<file path="src/rtl/id_ex_stage_reg.sv">
// ID/EX pipeline register: captures the decoded bundle into EX, inserts bubbles on
// load-use hazards and flushes, freezes on downstream hold, and counts bubbles.
package id_ex_pkg;
  typedef enum logic [2:0] {BR_NOP, BR_EQ, BR_NE, BR_LT, BR_GE, BR_LTU, BR_GEU} comp_op_t;
  typedef enum logic [1:0] {WRSRC_ALURES, WRSRC_MEMRD, WRSRC_PC4} reg_wr_src_t;
  typedef enum logic [1:0] {SRC1_REG1, SRC1_PC, SRC1_ZERO} alu_src1_t;
  typedef enum logic [1:0] {SRC2_REG2, SRC2_IMM, SRC2_FOUR} alu_src2_t;
  typedef enum logic [3:0] {ALU_NOP, ALU_ADD, ALU_SUB, ALU_AND, ALU_OR, ALU_XOR, ALU_SLL,
                            ALU_SRL, ALU_SRA, ALU_SLT, ALU_SLTU} alu_op_t;
  typedef enum logic [3:0] {MEM_NOP, MEM_LB, MEM_LH, MEM_LW, MEM_LBU, MEM_LHU,
                            MEM_SB, MEM_SH, MEM_SW} mem_op_t;
endpackage

module id_ex_stage_reg
  import id_ex_pkg::*;
#(
  parameter int XLEN  = 32,
  parameter int CNT_W = 32
) (
  input  logic             clk,
  input  logic             rst_n,
  input  logic             id_valid,
  input  logic [XLEN-1:0]  id_pc,
  input  logic [XLEN-1:0]  id_rs1_data,
  input  logic [XLEN-1:0]  id_rs2_data,
  input  logic [XLEN-1:0]  id_imm,
  input  logic [4:0]       id_rs1,
  input  logic [4:0]       id_rs2,
  input  logic [4:0]       id_rd,
  input  logic             id_uses_rs1,
  input  logic             id_uses_rs2,
  input  logic             id_reg_do_write_ctrl,
  input  logic             id_mem_do_write_ctrl,
  input  logic             id_mem_do_read_ctrl,
  input  logic             id_do_branch,
  input  logic             id_do_jump,
  input  logic [2:0]       id_comp_ctrl,
  input  logic [1:0]       id_reg_wr_src_ctrl,
  input  logic [1:0]       id_alu_op1_ctrl,
  input  logic [1:0]       id_alu_op2_ctrl,
  input  logic [3:0]       id_alu_ctrl,
  input  logic [3:0]       id_mem_ctrl,
  input  logic             flush,
  input  logic             hold,
  output logic             ex_valid,
  output logic [XLEN-1:0]  ex_pc,
  output logic [XLEN-1:0]  ex_rs1_data,
  output logic [XLEN-1:0]  ex_rs2_data,
  output logic [XLEN-1:0]  ex_imm,
  output logic [4:0]       ex_rs1,
  output logic [4:0]       ex_rs2,
  output logic [4:0]       ex_rd,
  output logic             ex_reg_do_write_ctrl,
  output logic             ex_mem_do_write_ctrl,
  output logic             ex_mem_do_read_ctrl,
  output logic             ex_do_branch,
  output logic             ex_do_jump,
  output logic [2:0]       ex_comp_ctrl,
  output logic [1:0]       ex_reg_wr_src_ctrl,
  output logic [1:0]       ex_alu_op1_ctrl,
  output logic [1:0]       ex_alu_op2_ctrl,
  output logic [3:0]       ex_alu_ctrl,
  output logic [3:0]       ex_mem_ctrl,
  output logic             stall_id,
  output logic [CNT_W-1:0] bubble_count
);

  typedef struct packed {
    logic [XLEN-1:0] pc;
    logic [XLEN-1:0] rs1_data;
    logic [XLEN-1:0] rs2_data;
    logic [XLEN-1:0] imm;
    logic [4:0]      rs1;
    logic [4:0]      rs2;
    logic [4:0]      rd;
    logic            reg_we;
    logic            mem_we;
    logic            mem_re;
    logic            branch;
    logic            jump;
    logic [2:0]      comp;
    logic [1:0]      wr_src;
    logic [1:0]      src1;
    logic [1:0]      src2;
    logic [3:0]      alu;
    logic [3:0]      mem;
  } stage_t;

  // Bubbles keep whatever data arrives but force every control field to its idle value.
  function automatic stage_t idle_ctrl(input stage_t s);
    stage_t r;
    r        = s;
    r.reg_we = 1'b0;
    r.mem_we = 1'b0;
    r.mem_re = 1'b0;
    r.branch = 1'b0;
    r.jump   = 1'b0;
    r.comp   = BR_NOP;
    r.wr_src = WRSRC_ALURES;
    r.src1   = SRC1_REG1;
    r.src2   = SRC2_REG2;
    r.alu    = ALU_NOP;
    r.mem    = MEM_NOP;
    return r;
  endfunction

  stage_t           ex_q, ex_d, id_s;
  logic             valid_q, valid_d;
  logic [CNT_W-1:0] cnt_q, cnt_d;
  logic             lu;

  always_comb begin
    id_s.pc       = id_pc;
    id_s.rs1_data = id_rs1_data;
    id_s.rs2_data = id_rs2_data;
    id_s.imm      = id_imm;
    id_s.rs1      = id_rs1;
    id_s.rs2      = id_rs2;
    id_s.rd       = id_rd;
    id_s.reg_we   = id_reg_do_write_ctrl;
    id_s.mem_we   = id_mem_do_write_ctrl;
    id_s.mem_re   = id_mem_do_read_ctrl;
    id_s.branch   = id_do_branch;
    id_s.jump     = id_do_jump;
    id_s.comp     = id_comp_ctrl;
    id_s.wr_src   = id_reg_wr_src_ctrl;
    id_s.src1     = id_alu_op1_ctrl;
    id_s.src2     = id_alu_op2_ctrl;
    id_s.alu      = id_alu_ctrl;
    id_s.mem      = id_mem_ctrl;
  end

  // x0 is never a real dependency, so a load into x0 cannot cause a stall.
  assign lu = id_valid & valid_q & ex_q.mem_re & (ex_q.rd != 5'd0) &
              ((id_uses_rs1 & (id_rs1 == ex_q.rd)) | (id_uses_rs2 & (id_rs2 == ex_q.rd)));

  assign stall_id = hold | (lu & ~flush);

  always_comb begin
    ex_d    = ex_q;
    valid_d = valid_q;
    cnt_d   = cnt_q;
    if (!hold) begin
      if (flush | lu) begin
        ex_d    = idle_ctrl(id_s);
        valid_d = 1'b0;
        if (cnt_q != {CNT_W{1'b1}}) begin
          cnt_d = cnt_q + CNT_W'(1);
        end
      end else begin
        ex_d    = id_s;
        valid_d = id_valid;
      end
    end
  end

  always_ff @(posedge clk) begin
    if (!rst_n) begin
      ex_q    <= idle_ctrl(stage_t'('0));
      valid_q <= 1'b0;
      cnt_q   <= '0;
    end else begin
      ex_q    <= ex_d;
      valid_q <= valid_d;
      cnt_q   <= cnt_d;
    end
  end

  assign ex_valid             = valid_q;
  assign ex_pc                = ex_q.pc;
  assign ex_rs1_data          = ex_q.rs1_data;
  assign ex_rs2_data          = ex_q.rs2_data;
  assign ex_imm               = ex_q.imm;
  assign ex_rs1               = ex_q.rs1;
  assign ex_rs2               = ex_q.rs2;
  assign ex_rd                = ex_q.rd;
  assign ex_reg_do_write_ctrl = ex_q.reg_we;
  assign ex_mem_do_write_ctrl = ex_q.mem_we;
  assign ex_mem_do_read_ctrl  = ex_q.mem_re;
  assign ex_do_branch         = ex_q.branch;
  assign ex_do_jump           = ex_q.jump;
  assign ex_comp_ctrl         = ex_q.comp;
  assign ex_reg_wr_src_ctrl   = ex_q.wr_src;
  assign ex_alu_op1_ctrl      = ex_q.src1;
  assign ex_alu_op2_ctrl      = ex_q.src2;
  assign ex_alu_ctrl          = ex_q.alu;
  assign ex_mem_ctrl          = ex_q.mem;
  assign bubble_count         = cnt_q;

endmodule
</file>
<file path="config.mk">
export PLATFORM = sky130hd
export DESIGN_NAME = id_ex_stage_reg
export DESIGN_NICKNAME = d
export VERILOG_FILES = /design/src/rtl/id_ex_stage_reg.sv
export SDC_FILE = /design/constraint.sdc
export NUM_CORES = 1
export LEC_CHECK = 0
export ABC_AREA = 1
export BUFFER_PORTS_ARGS = -buffer_cell sky130_fd_sc_hd__buf_2
export CORE_AREA = 2 2 143 145
export CTS_CLUSTER_DIAMETER = 80
export DETAILED_ROUTE_END_ITERATION = 16
export DIE_AREA = 0 0 145 147
export PLACE_DENSITY_LB_ADDON = 0.25
export SYNTH_ARGS = -nofsm -noshare
export SYNTH_HDL_FRONTEND = slang
export SYNTH_SLANG_ARGS = --single-unit
</file>
<file path="constraint.sdc">
create_clock -name clk -period 1.9 [get_ports clk]
set_input_delay 0.095 -clock clk [delete_from_list [all_inputs] [get_ports clk]]
set_output_delay 0.095 -clock clk [all_outputs]
set_load 0.1 [all_outputs]
</file>
Yosys cells after proc, flatten, opt, wreduce, memory -nomap -nowiden --
Cells that the tools add are included.
Operators by class: add/sub/neg operators 1, multipliers 0, div/mod/pow operators 0, order comparisons 0, eq/ne operators 3, shift-type cells 0, muxes and demuxes 2, bitwise gates (word level) 12, reductions and logical operators 2
Operators with widths (number):
- 32-bit by 1-bit adder with 32-bit output (second input constant) | 1
- 32-bit inequality test (second input constant) | 1
- 22-bit 2-to-1 mux | 1
- 5-bit equality test | 2
- 1-bit AND | 7
- 5-bit nonzero test | 1
- 1-bit bitwise OR | 3
- 3-bit AND reduction | 1
- 1-bit inverter | 2
- 1-bit 2-to-1 mux | 1
Word-level totals: flip-flop bits (word level) 198, bits in latches 0, memory bits (writable) 0, bits in read-only memories 0, bits of input ports 172, memories kept 0

Longest topological paths before layout --
word-level depth 6, depth in mapped cells 13, mapped depth without buffers 12

Worst setup path after synthesis --
No wires, ideal clock.
path kind flip-flop to output port, start register ex_q, in the netlist ex_rd[3], end output stall_id, data arrival time 3.696 ns, data required time 1.805 ns, path slack -1.891 ns, stages on the path, launching flop included 9, cells stage by stage dfxtp_1 > inv_1 > nand2_1 > nand2_1 > nor2_1 > nand3_1 > nand2_1 > nand2_1 > o21ai_0
Between the ends: cells in the longest elaborated chain, start to end 6, elaborated cells between the ends (all ways) 10, classes of those cells 2 x eq/ne; 7 x bitwise; 1 x reduce/logical
Ends and longest elaborated chain:
- from (decl) | line 107 | stage_t ex_q, ex_d, id_s;
- from (signal assigned) | line 159 | ex_q <= idle_ctrl(stage_t'('0));
- 5-bit equality test | line 135 | ((id_uses_rs1 & (id_rs1 == ex_q.rd)) | (id_uses_rs2 & (id_rs2 == ex_q.rd)));
- 1-bit AND | line 135
- 1-bit bitwise OR | line 135
- 1-bit AND * | line 134 | assign lu = id_valid & valid_q & ex_q.mem_re & (ex_q.rd != 5'd0) &
- 1-bit AND * | line 137 | assign stall_id = hold | (lu & ~flush);
- 1-bit bitwise OR * | line 137
- to (decl) | line 64 | output logic stall_id,
Every way passes the cells marked *; elsewhere a longest branch is shown, timed or not.

Final worst setup path --
Ends and elaborated chain as after synthesis.

==> results.cfg <==
[run_status]
status = finished, final reports clean

[floorplanning]
die-area_um2 = 21300
row_count = 52
die_x_um = 145
start_util_pct = 41.0
die_h_um = 147
ios = 371
core_area_um2 = 19800

[cts]
clkSinkCount = 198
cts_buffer_depth = 2
cts_buffers = 17
cts_setup_buffers = 0
clock_latency_ns = 0.43
cts.htree.levels = 4
path_clk_slew_ns = 0.08
cts_root_buf = clkbuf_16
cts_tree = built

[setup_path]
cp-startpoint = ex_rd[3]
crit_path_end_kind = output pin
cp_max_fo = 5
r2r-start = bubble_count[0]
critical_path_required_ns = 1.80
r2r_cells = 11
r2r_end = bubble_count[2]
endpoint = stall_id
critical_path.startpoint_type = register
critPathKind = register to output pin
rrSetupSlack_ns = 0.21
crit_arrival_ns = 1.65

[yosys]
synth_area_leaders = dfxtp_1 49%, nor2_1 15%, o21ai_0 8.9%, nand2_1 7.8%, a21oi_1 3.2%
synth_largest_area_cell = dfxtp_1
synth_area_um2 = 8140
async_flop_share_pct = 0
synth_seq_cells = 198
netlist_top_cells_count = 328 x nor2_1, 198 x dfxtp_1, 170 x nand2_1, 145 x o21ai_0, 60 x inv_1
synth_top_area_share_pct = 48.7
ys_seq_area_share_pct = 48.7
yosysWarnings = 0
yosys.cell_types.count = 26
syn_nets = 1326
syn_inst = 1153
yosysMostFrequentCell = nor2_1
synth_area_per_cell_um2 = 7.06
synth_edf_count = 0
synth-main-ff-cell = dfxtp_1

[final_layout]
syn_to_final_growth_pct = 56.1
finalNetCount = 1831
drive_gt1_share_pct = 29.4
fin_util_pct = 64.0
antenna_cells = 0

[placed_design]
hpwl_um = 18400
port_buffers = 370
place_congestion = 0.864

[run]
drv_cap = 0

[global_route]
grt_max_degree = 164
grt.total_usage_pct = 26.0
grt_pass1_wl_um = 45000
grt_pass1_vias = 9154
antenna_found_initial = 0
grt-ovfl-total = 0

[timing]
rsz0062_at_grt = no
slew_viol_final = 0
setup_violations = 0
hold_viol = 0
fmax_mhz = 572
tns_ns = 0
timing.final.crit_share_pct = 92.0
fin_crit_ns = 1.75
tightest_slew_ns = 0.700
clock_skew_ns = 0.0141
slew-limit-headroom_pct = 53.4

[power]
leakagePower_uw = 0.00614
ir_drop_v = 0.000581
powerDensity_nw_per_um2 = 899

[routing]
avgRoutedWirePerCell_um = 14.7
firstDrtPassIters = 6
dr.first_iter.drc_count = 437
wl_um = 28500
drt_drc_violations_left = 0
ant_nets = 0
viasPerCell = 4.84
vias = 9403

[worst_hold_path]
hold_class = input pin to register
[layout make-up]
class	instances	area (um2)
Fill cell	1683	7140
Clock buffer	18	439
Timing Repair Buffer	558	3800
Sequential cell	198	4030
Inverter	68	260
Multi-Input combinational cell	815	3640
Tap cell	270	338
Clock inverter	14	203
[how the worst min path moves through the flow]
stage | startpoint | end | slack [ns] | cells past startpoint
floorplan | id_imm[0] | ex_imm[0] | 0.25 | 2
global placement | id_rs1_data[3] | ex_rs1_data[3] | 0.33 | 3
detailed placement | id_imm[20] | ex_imm[20] | 0.34 | 3
CTS | rst_n | bubble_count[0] | 0.09 | 3
global route | rst_n | bubble_count[0] | 0.12 | 3
finish | rst_n | bubble_count[0] | 0.12 | 3
[kinds of logic after synthesis]
kind of cell,Yosys count,synth area share [%]
simple gates,606,30.9
compound gates,197,12.1
buf+inv,140,6.96
flops,198,48.7
fa+ha+maj,1,0.154
xor+xnor,11,1.18
[timing repair]
action / in CTS / in global routing
hold endpoints to repair: 166 / 0
hold buffers: 166 / 0
setup endpoints to repair: 0 / 11
resized for setup: 0 / 4
[registers in the layout (all words and copies together), names as in the netlist, 2 cells and up]
name                count
ex_rd                   5
ex_rs2                  5
ex_reg_wr_src_ctrl      2
ex_rs2_data            32
ex_alu_op2_ctrl         2
bubble_count           32
ex_alu_op1_ctrl         2
ex_mem_ctrl             4
ex_alu_ctrl             4
ex_rs1                  5
ex_pc                  32
ex_rs1_data            32
ex_comp_ctrl            3
ex_imm                 32
[where the power goes]
group          internal, uW  switching (uW)  total [uW]
Combinational           705            2330        3030
Clock                  2070            1820        3890
Sequential             4380             119        4500
Total                  7160            4270       11400
[cell usage in the layout (no fill, tap or decap)]
master and instances:
buf_2 367, nor2_1 328, nand2_1 168, dlygate4sd3_1 166, dfxtp_1 159, o21ai_0 144, inv_1 59, a21oi_1 52
nand3_1 48, dfxtp_2 34, nand4_1 33, clkbuf_16 17, buf_4 16, buf_12 9, inv_2 8, nand2_2 8
nand3b_1 7, xor2_1 7, inv_6 6, dfxtp_4 5, nor2_2 4, xnor2_1 4, clkinv_8 4, nor2_4 3
nor3_1 3, inv_8 3, bufinv_16 2, o21ai_4 1, nand3_4 1, nand3_2 1, and2_1 1, nor2b_1 1
ha_4 1, clkbuf_8 1
[metal layers]
metal / GRT usage (%) / routed length, um
met4: 10.6 / 871
met2: 45.4 / 14100
met5: 0 / 0
met3: 7.64 / 2090
met1: 29.9 / 11500
[metrics by stage]
stage	hold slack (ns)	power [uW]	instances	instance area, um2	setup WS, ns
CTS	0.0928	11500	1941	12700	0.0604
finish	0.117	11400	1941	12700	0.153
floorplan	0.247	6740	1153	8220	0.00940
global route	0.121	11800	1941	12700	0.0130
global placement	0.327	7300	1743	10400	0.204
detailed placement	0.336	7320	1743	10400	0.183
[critical path, stage by stage (launching register included)]
cell	delay, ns
dfxtp_4	0.35
inv_1	0.08
nand2_1	0.06
nand2_1	0.05
nor2_1	0.10
nand3_1	0.10
nand2_2	0.09
nand2_2	0.08
o21ai_4	0.14
buf_12	0.19
(Power assumes the default switching activity.)
